File: config.mk
export PLATFORM = sky130hd
export DESIGN_NAME = inst_cache_flat
export DESIGN_NICKNAME = d
export VERILOG_FILES = /design/src/rtl/inst_cache_if.sv /design/src/rtl/inst_cache.sv /design/src/flat_wrapper.sv
export SDC_FILE = /design/constraint.sdc
export NUM_CORES = 2
export LEC_CHECK = 0
export CORE_MARGIN = 2
export CORE_UTILIZATION = 58
export DETAILED_ROUTE_END_ITERATION = 10
export PLACE_DENSITY = 0.74
export REMOVE_ABC_BUFFERS = 1
export SLEW_MARGIN = 20
export SYNTH_ARGS = -nofsm -noshare
export SYNTH_HDL_FRONTEND = slang
export SYNTH_SLANG_ARGS = --single-unit
File: constraint.sdc
create_clock -name clk_in -period 7 [get_ports clk_in]
set_clock_uncertainty 0.1 [all_clocks]
set_input_delay 1.4 -clock clk_in [delete_from_list [all_inputs] [get_ports clk_in]]
set_output_delay 1.4 -clock clk_in [all_outputs]
set_load 0.02 [all_outputs]
File: src/rtl/inst_cache_if.sv
// Fetch-side and memory-side handshake bundle for the instruction cache.
// The cache sits on the slave modport; the fetcher/memory environment sits on master.
interface inst_cache_if;
    logic        start_fetch;
    logic [31:0] pc;
    logic        fetch_ready;
    logic [31:0] inst;
    logic [31:0] inst_addr;
    logic        mem_req;
    logic [31:0] mem_addr;
    logic        mem_ready;
    logic [31:0] mem_data;

    modport slave (
        input  start_fetch, pc, mem_ready, mem_data,
        output fetch_ready, inst, inst_addr, mem_req, mem_addr
    );

    modport master (
        output start_fetch, pc, mem_ready, mem_data,
        input  fetch_ready, inst, inst_addr, mem_req, mem_addr
    );
endinterface

File: src/rtl/inst_cache.sv
// Direct-mapped instruction cache keyed on halfword PCs; one 32-bit word per line,
// misses filled by a single-word memory read, all outputs registered.
module inst_cache #(
    parameter  int INDEX_BITS = 6,
    localparam int TAG_BITS   = 31 - INDEX_BITS
) (
    input  logic         clk_in,
    input  logic         rst_in,
    input  logic         rdy_in,
    input  logic         rob_clear_up,
    inst_cache_if.slave  bus
);
    localparam int LINES = 1 << INDEX_BITS;

    typedef enum logic [1:0] {
        IDLE      = 2'd0,
        RESP      = 2'd1,
        MISS      = 2'd2,
        MISS_DROP = 2'd3
    } state_t;

    state_t      state_q, state_d;
    logic        fetch_ready_q, fetch_ready_d;
    logic [31:0] inst_q, inst_d;
    logic [31:0] inst_addr_q, inst_addr_d;
    logic        mem_req_q, mem_req_d;
    logic [31:0] mem_addr_q, mem_addr_d;
    logic [LINES-1:0] valid_q, valid_d;

    logic [31:0]         data_arr [LINES];
    logic [TAG_BITS-1:0] tag_arr  [LINES];

    logic [INDEX_BITS-1:0] pc_idx, fill_idx;
    logic [TAG_BITS-1:0]   pc_tag, fill_tag;
    logic                  hit;
    logic                  fill_en;
    logic                  unused_pc0;

    assign pc_idx     = bus.pc[INDEX_BITS:1];
    assign pc_tag     = bus.pc[31:INDEX_BITS+1];
    assign hit        = valid_q[pc_idx] && (tag_arr[pc_idx] == pc_tag);
    assign unused_pc0 = bus.pc[0];

    // Fills are addressed from the registered request address so a PC change
    // after a flush cannot redirect the returning word into the wrong line.
    assign fill_idx = mem_addr_q[INDEX_BITS:1];
    assign fill_tag = mem_addr_q[31:INDEX_BITS+1];
    assign fill_en  = rdy_in && bus.mem_ready &&
                      ((state_q == MISS) || (state_q == MISS_DROP));

    for (genvar gi = 0; gi < LINES; gi++) begin : g_valid
        assign valid_d[gi] = valid_q[gi] |
                             (fill_en && (fill_idx == INDEX_BITS'(gi)));
    end

    always_ff @(posedge clk_in) begin
        if (fill_en) begin
            data_arr[fill_idx] <= bus.mem_data;
            tag_arr[fill_idx]  <= fill_tag;
        end
    end

    always_comb begin
        state_d       = state_q;
        fetch_ready_d = fetch_ready_q;
        inst_d        = inst_q;
        inst_addr_d   = inst_addr_q;
        mem_req_d     = mem_req_q;
        mem_addr_d    = mem_addr_q;

        if (rdy_in) begin
            fetch_ready_d = 1'b0;
            case (state_q)
                IDLE: begin
                    if (!rob_clear_up && bus.start_fetch) begin
                        if (hit) begin
                            inst_d        = data_arr[pc_idx];
                            inst_addr_d   = bus.pc;
                            fetch_ready_d = 1'b1;
                            state_d       = RESP;
                        end else begin
                            mem_req_d  = 1'b1;
                            mem_addr_d = bus.pc;
                            state_d    = MISS;
                        end
                    end
                end
                // The fetcher still holds start_fetch here; ignoring it avoids a
                // second response for the same PC.
                RESP: state_d = IDLE;
                MISS: begin
                    if (bus.mem_ready) begin
                        mem_req_d = 1'b0;
                        if (rob_clear_up) begin
                            state_d = IDLE;
                        end else begin
                            inst_d        = bus.mem_data;
                            inst_addr_d   = mem_addr_q;
                            fetch_ready_d = 1'b1;
                            state_d       = RESP;
                        end
                    end else if (rob_clear_up) begin
                        state_d = MISS_DROP;
                    end
                end
                MISS_DROP: begin
                    if (bus.mem_ready) begin
                        mem_req_d = 1'b0;
                        state_d   = IDLE;
                    end
                end
                default: state_d = IDLE;
            endcase
        end
    end

    always_ff @(posedge clk_in or negedge rst_in) begin
        if (!rst_in) begin
            state_q       <= IDLE;
            fetch_ready_q <= 1'b0;
            inst_q        <= '0;
            inst_addr_q   <= '0;
            mem_req_q     <= 1'b0;
            mem_addr_q    <= '0;
            valid_q       <= '0;
        end else begin
            state_q       <= state_d;
            fetch_ready_q <= fetch_ready_d;
            inst_q        <= inst_d;
            inst_addr_q   <= inst_addr_d;
            mem_req_q     <= mem_req_d;
            mem_addr_q    <= mem_addr_d;
            valid_q       <= valid_d;
        end
    end

    assign bus.fetch_ready = fetch_ready_q;
    assign bus.inst        = inst_q;
    assign bus.inst_addr   = inst_addr_q;
    assign bus.mem_req     = mem_req_q;
    assign bus.mem_addr    = mem_addr_q;
endmodule

File: src/flat_wrapper.sv
// flat-port wrapper written by rule: the top's interface ports become plain ports
module inst_cache_flat 
#(
    parameter  int INDEX_BITS = 6,
    localparam int TAG_BITS   = 31 - INDEX_BITS
)
  (clk_in, rst_in, rdy_in, rob_clear_up, bus_start_fetch, bus_pc, bus_mem_ready, bus_mem_data, bus_fetch_ready, bus_inst, bus_inst_addr, bus_mem_req, bus_mem_addr);
  inst_cache_if bus_i ();
  input  logic clk_in;
  input  logic rst_in;
  input  logic rdy_in;
  input  logic rob_clear_up;
  input wire logic [$bits(bus_i.start_fetch)-1:0] bus_start_fetch;
  input wire logic [$bits(bus_i.pc)-1:0] bus_pc;
  input wire logic [$bits(bus_i.mem_ready)-1:0] bus_mem_ready;
  input wire logic [$bits(bus_i.mem_data)-1:0] bus_mem_data;
  output wire logic [$bits(bus_i.fetch_ready)-1:0] bus_fetch_ready;
  output wire logic [$bits(bus_i.inst)-1:0] bus_inst;
  output wire logic [$bits(bus_i.inst_addr)-1:0] bus_inst_addr;
  output wire logic [$bits(bus_i.mem_req)-1:0] bus_mem_req;
  output wire logic [$bits(bus_i.mem_addr)-1:0] bus_mem_addr;
  assign bus_i.start_fetch = bus_start_fetch;
  assign bus_i.pc = bus_pc;
  assign bus_i.mem_ready = bus_mem_ready;
  assign bus_i.mem_data = bus_mem_data;
  assign bus_fetch_ready = bus_i.fetch_ready;
  assign bus_inst = bus_i.inst;
  assign bus_inst_addr = bus_i.inst_addr;
  assign bus_mem_req = bus_i.mem_req;
  assign bus_mem_addr = bus_i.mem_addr;
  inst_cache #(.INDEX_BITS(INDEX_BITS)) u_core (.clk_in(clk_in), .rst_in(rst_in), .rdy_in(rdy_in), .rob_clear_up(rob_clear_up), .bus(bus_i));
endmodule
# Word-level counts from Yosys, hierarchy flattened
# Memory sizes are Yosys's and may differ from the RTL's.
# Cells that the tools add are included.
dict set report op_classes {
  muxes 30
  order_cmp 1
  n_bitwise 65
  n_eq_ne 75
  reduce_logical 79
}
# op count
set ops {}
lappend ops {{two-way mux 32 bit} 8}
lappend ops {{== test 6 bit (second input constant)} 32}
lappend ops {{case mux 32 bit (2 select lines)} 2}
lappend ops {{== test 6 x 5 -> 1 bit (second input constant)} 16}
lappend ops {{logical AND 1 bit} 68}
lappend ops {{OR 1 bit} 64}
lappend ops {{== test 6 x 4 -> 1 bit (second input constant)} 8}
lappend ops {{== test 25 bit} 1}
lappend ops {{== test 6 x 3 -> 1 bit (second input constant)} 4}
lappend ops {{== test 6 x 2 -> 1 bit (second input constant)} 2}
lappend ops {{two-way mux 1 bit} 11}
lappend ops {{two-way mux 2 bit} 5}
lappend ops {{inequality test 2 bit (second input constant)} 4}
lappend ops {{case mux 2 bit (4 select lines)} 1}
lappend ops {{AND reduction 4 bit} 2}
lappend ops {{< comparator 6 x 7 -> 1 bit (second input constant)} 1}
lappend ops {{binary-select mux 1 bit (select 6 bit)} 1}
lappend ops {{== test 6 x 1 -> 1 bit (second input constant)} 1}
lappend ops {{logical NOT 6 bit} 1}
lappend ops {{inequality test 2 x 1 -> 1 bit (second input constant)} 3}
lappend ops {{AND reduction 6 bit} 1}
lappend ops {{AND reduction 5 bit} 1}
lappend ops {{== test 2 bit (second input constant)} 2}
lappend ops {{case mux 1 bit (2 select lines)} 2}
lappend ops {{other kinds (8)} 9}
dict set report totals {
  inputBits 70
  reg_bits 164
  ramBits 3648
  memories 2
  out_inout_bits 98
  word_cells 259
}
# memory depth width rd rd_ports_with_merged_regs write_ports line_no
set mem_list {}
lappend mem_list {u_core.data_arr 64 32 1 0 1 inst_cache.sv:30} ;# logic [31:0] data_arr [LINES];
lappend mem_list {u_core.tag_arr 64 25 1 0 1 inst_cache.sv:31} ;# logic [TAG_BITS-1:0] tag_arr [LINES];

# Longest topological paths before layout
dict set report logic_depth {
  depth_word 6
  mapped_depth 19
  ltp_nobuf 10
}

# Least setup slack after synthesis
# OpenSTA, ideal clock, no wires.
dict set report synth_timing {
  path_kind {input port to flip-flop}
  start {input port bus_pc[1]}
  end {register u_core.inst_q[28] (netlist: u_core.bus.inst[28])}
  arrival_ns 5.135
  n_path_buf 11
  setup_time_ns 0.127
  stages 16
  slack_ns 1.637
  cell_sequence {buf_6 -> buf_6 -> buf_6 -> buf_6 -> buf_4 -> buf_6 -> buf_6 -> buf_2 -> clkbuf_1 -> buf_2 -> buf_2 -> mux4_2 -> mux4_2 -> mux2i_1 -> a31oi_1 -> mux2_1}
}
dict set report synth_between {
  elab_chain_cells 5
}
# element line_no
set synth_rtl {}
lappend synth_rtl {{from (decl)} flat_wrapper.sv:14} ;# input wire logic [$bits(bus_i.pc)-1:0] bus_pc;
lappend synth_rtl {{memory read (64 x 25 bit) / binary-select mux 1 bit (select 6 bit) (equally long branches)} -}
lappend synth_rtl {{== test 25 bit / two-way mux 1 bit (equally long branches)} inst_cache.sv:41} ;# assign hit = valid_q[pc_idx] && (tag_arr[pc_idx] == pc_tag);
lappend synth_rtl {{logical AND 1 bit} inst_cache.sv:41}
lappend synth_rtl {{inequality test 2 x 1 -> 1 bit (no source line)} -}
lappend synth_rtl {{AND reduction 6 bit (no source line)} -}
lappend synth_rtl {{to (signal assigned)} inst_cache.sv:129} ;# inst_q <= inst_d;
lappend synth_rtl {{to (decl)} inst_cache.sv:24} ;# logic [31:0] inst_q, inst_d;
# Several ways; a longest one is shown, not always the timed one. The select of a mux whose other input is x is not followed.
# A chain may end at the register's enable or synchronous reset.

# Worst setup path in the final report
dict set report layout_timing {
  start {input port bus_pc[2]}
  end {register u_core.inst_q[21] (netlist: u_core.bus.inst[21])}
}
# The elaborated chain is that of the path after synthesis.

==> out/metrics.yaml <==
power_density_nw_per_um2: 308.1
clockBufferDepth: 4
cts_tree: "yes"
grt_max_degree: 117
die_w_um: 507.4
maxCapViolations: 0
dieArea_um2: 257500
clk_pin_slew_ps: 60
first_pass_iters: 6
post-route-min-period_ps: 5764
place_congestion: 0.8671
worst_pin_slew_ps: 1191
drv_slew: 0
synth_edf_count: 3648
worstPathCellList: "buf_8 -> buf_4 -> mux2i_1 -> a22oi_1 -> o21ai_0 -> and3_1 -> a211oi_1 -> xor2_1 -> or4_1 -> o41ai_4 -> buf_12 -> buf_12 -> mux2_1"
timing.hold.ws_ps: 334.9
hold_viol_final: 0
crit_path_max_incr_delay_ps: 660
ff2ff_setup_slack_ps: 2140
cts.htree.levels: 5
critPathTopFamily: "buffers and inverters"
dr_total_vias: 77357
viasPerCell: 7.201
coreArea_um2: 251600
crit_path_end_kind: "flop"
grt_pass1_wl_um: 596900
wl_met3_um: 58720
ctsResizeCount: 0
antenna_found_initial: 14
ys_types: 70
ant_nets: 0
pin_count: 168
drc: 0
cts_sinks: 3812
fmax_ghz: 0.1735
layout-drive-gt1-share_pct: 27.15
power_mw: 51.50
postSynthCellCount: 6590
synthFlopType: "edfxtp_1"
track_usage_pct: 33.71
cp-start-kind: "primary input"
nets: 7155
met2WireLength_um: 203200
drt_iter0_drc: 13350
syn_area_um2: 147000
maxSlewHeadroom_pct: 20.40
area_delta_synth_final_pct: 13.73
grt-ovfl-total: 0
path_max_fanout: 38
die_h_um: 507.4
drt_wl_total_um: 432000
drt-met1-wl_um: 145400
clk_latency_ps: 990
root_buffer: "clkbuf_16"
yosysSeqAreaShare_pct: 77.32
crit_path_frequent_cell: "buf_12"
period_share_pct: 82.34
ys_ff_latch: 3812
wl_per_cell_um: 40.21
path_buf_inv: 4
syn_avg_cell_area_um2: 22.30
final_area_um2: 167200
cp.required_ps: 7730
rsz0062_at_grt: "false"
grt_pass1_vias: 76060
async_flop_share_pct: 4.302
yosys_warnings: 0
crit_type: "primary input to flop"
ir_drop_v: 0.0002857
slowest_stage: "or4_1"
top_layer: "met5"
numCtsBuffers: 383
setup_viol: 0
outcome: "finished, final reports clean"
hold_path_class: "primary input to async pin"
initial_core_util_pct: 58.41
hpwl_um: 222300
p_leak_nw: 54.12
io_buffers: 167
arrival_ps: 6490
cts_hold_buffers: 0
rows: 184
place_area_um2: 154900
post_cts_buffers: 0
[flip-flops by register name (all words and copies together) (netlist names)]
name                    cells
u_core.data_arr          2048
u_core.tag_arr           1600
u_core.bus.mem_req          1
u_core.bus.fetch_ready      1
u_core.valid_q             64
u_core.state_q              2
u_core.bus.inst_addr       32
u_core.bus.mem_addr        32
u_core.bus.inst            32
[metal layers]
layer,track usage (%),up-vias
li1,-,28739
met1,45.60,40297
met2,52.14,6974
met3,8.346,1333
met4,16.41,14
met5,0,-
[cells in the mapped netlist (all sizes together), types with 45 or more instances]
cell | count | share of area [%]
edfxtp | 3648 | 75
mux4 | 922 | 14
mux2i | 354 | 2.4
buf | 199 | 0.83
nor2 | 191 | 0.49
nand2 | 180 | 0.46
dfrtp | 164 | 2.8
clkbuf | 162 | 0.41
a22oi | 115 | 0.59
mux2 | 115 | 0.95
nand3 | 60 | 0.20
a21oi | 54 | 0.18
o22ai | 45 | 0.19
[path summary, 6_finish.rpt]
path / from / end / cells past startpoint
worst max-delay path: bus_pc[2] / u_core.bus.inst[21] / 13
worst min-delay path: rst_in / u_core.bus.inst[13] / 1
worst max register to register: u_core.tag_arr[51][4] / u_core.bus.inst[21] / 12
worst min register to register: u_core.valid_q[12] / u_core.valid_q[12] / 1
max in group asynchronous: rst_in / u_core.bus.mem_addr[24] / 2
min in group clk_in: u_core.valid_q[12] / u_core.valid_q[12] / 1
[where the power goes]
group          internal, mW  total (mW)  switching [mW]  leakage, nW
Clock                  11.7        20.2            8.49         5.94
Sequential             26.4        27.1           0.781         34.9
Combinational          1.61        4.19            2.58         13.3
Total                  39.6        51.5            11.9         54.1
[final cells by class]
class / count / area, um^2
Antenna cell: 9 / 22.52
Clock inverter: 196 / 1932
Timing Repair Buffer: 471 / 4997
Tap cell: 3348 / 4189
Fill cell: 15365 / 84460
Multi-Input combinational cell: 2411 / 32030
Inverter: 6 / 36.28
Sequential cell: 3812 / 113700
Clock buffer: 490 / 10270
[kinds of logic after synthesis]
logic type,count (synthesis),synth area share [%]
AO/OA/AOI/OAI,392,1.893
flip-flops,3812,77.32
multiplexers,1391,17.49
AND/OR/NAND/NOR,601,1.877
buffers and inverters,367,1.256
XOR/XNOR,27,0.1609
[layout by cell type, fill, tap and decap left out, drive strengths merged, types with 54 or more instances in the layout]
cell	Yosys	routed
nand3	60	60
clkbuf	162	490
dfrtp	164	164
a22oi	115	115
mux4	922	922
a21oi	54	54
buf	199	337
nor2	191	191
nand2	180	180
mux2	115	115
clkinv	1	136
clkdlybuf4s50	0	134
edfxtp	3648	3648
mux2i	354	354
[per-stage QoR]
step           cells  util (%)  setup TNS, ps  setup slack, ps
4_1_cts        10733     66.41              0             1419
6_report       10743     66.43              0             1236
3_3_place_gp   10044     61.53              0            456.2
5_1_grt        10735     66.43              0             1279
2_1_floorplan   6229         -        -450810            -5675
3_5_place_dp   10047     61.56              0            417.8
[worst register-to-register path, cell delays in order (launching register included)]
cell and delay (ps):
edfxtp_1 410, mux4_2 480, mux4_2 510, a22o_1 260
a211oi_2 520, xnor2_1 150, a2111oi_2 230, nand4_1 190
or4_4 560, o41ai_4 280, buf_12 330, buf_12 290
mux2_1 420
Note: power is estimated with default switching activity, not from simulation.
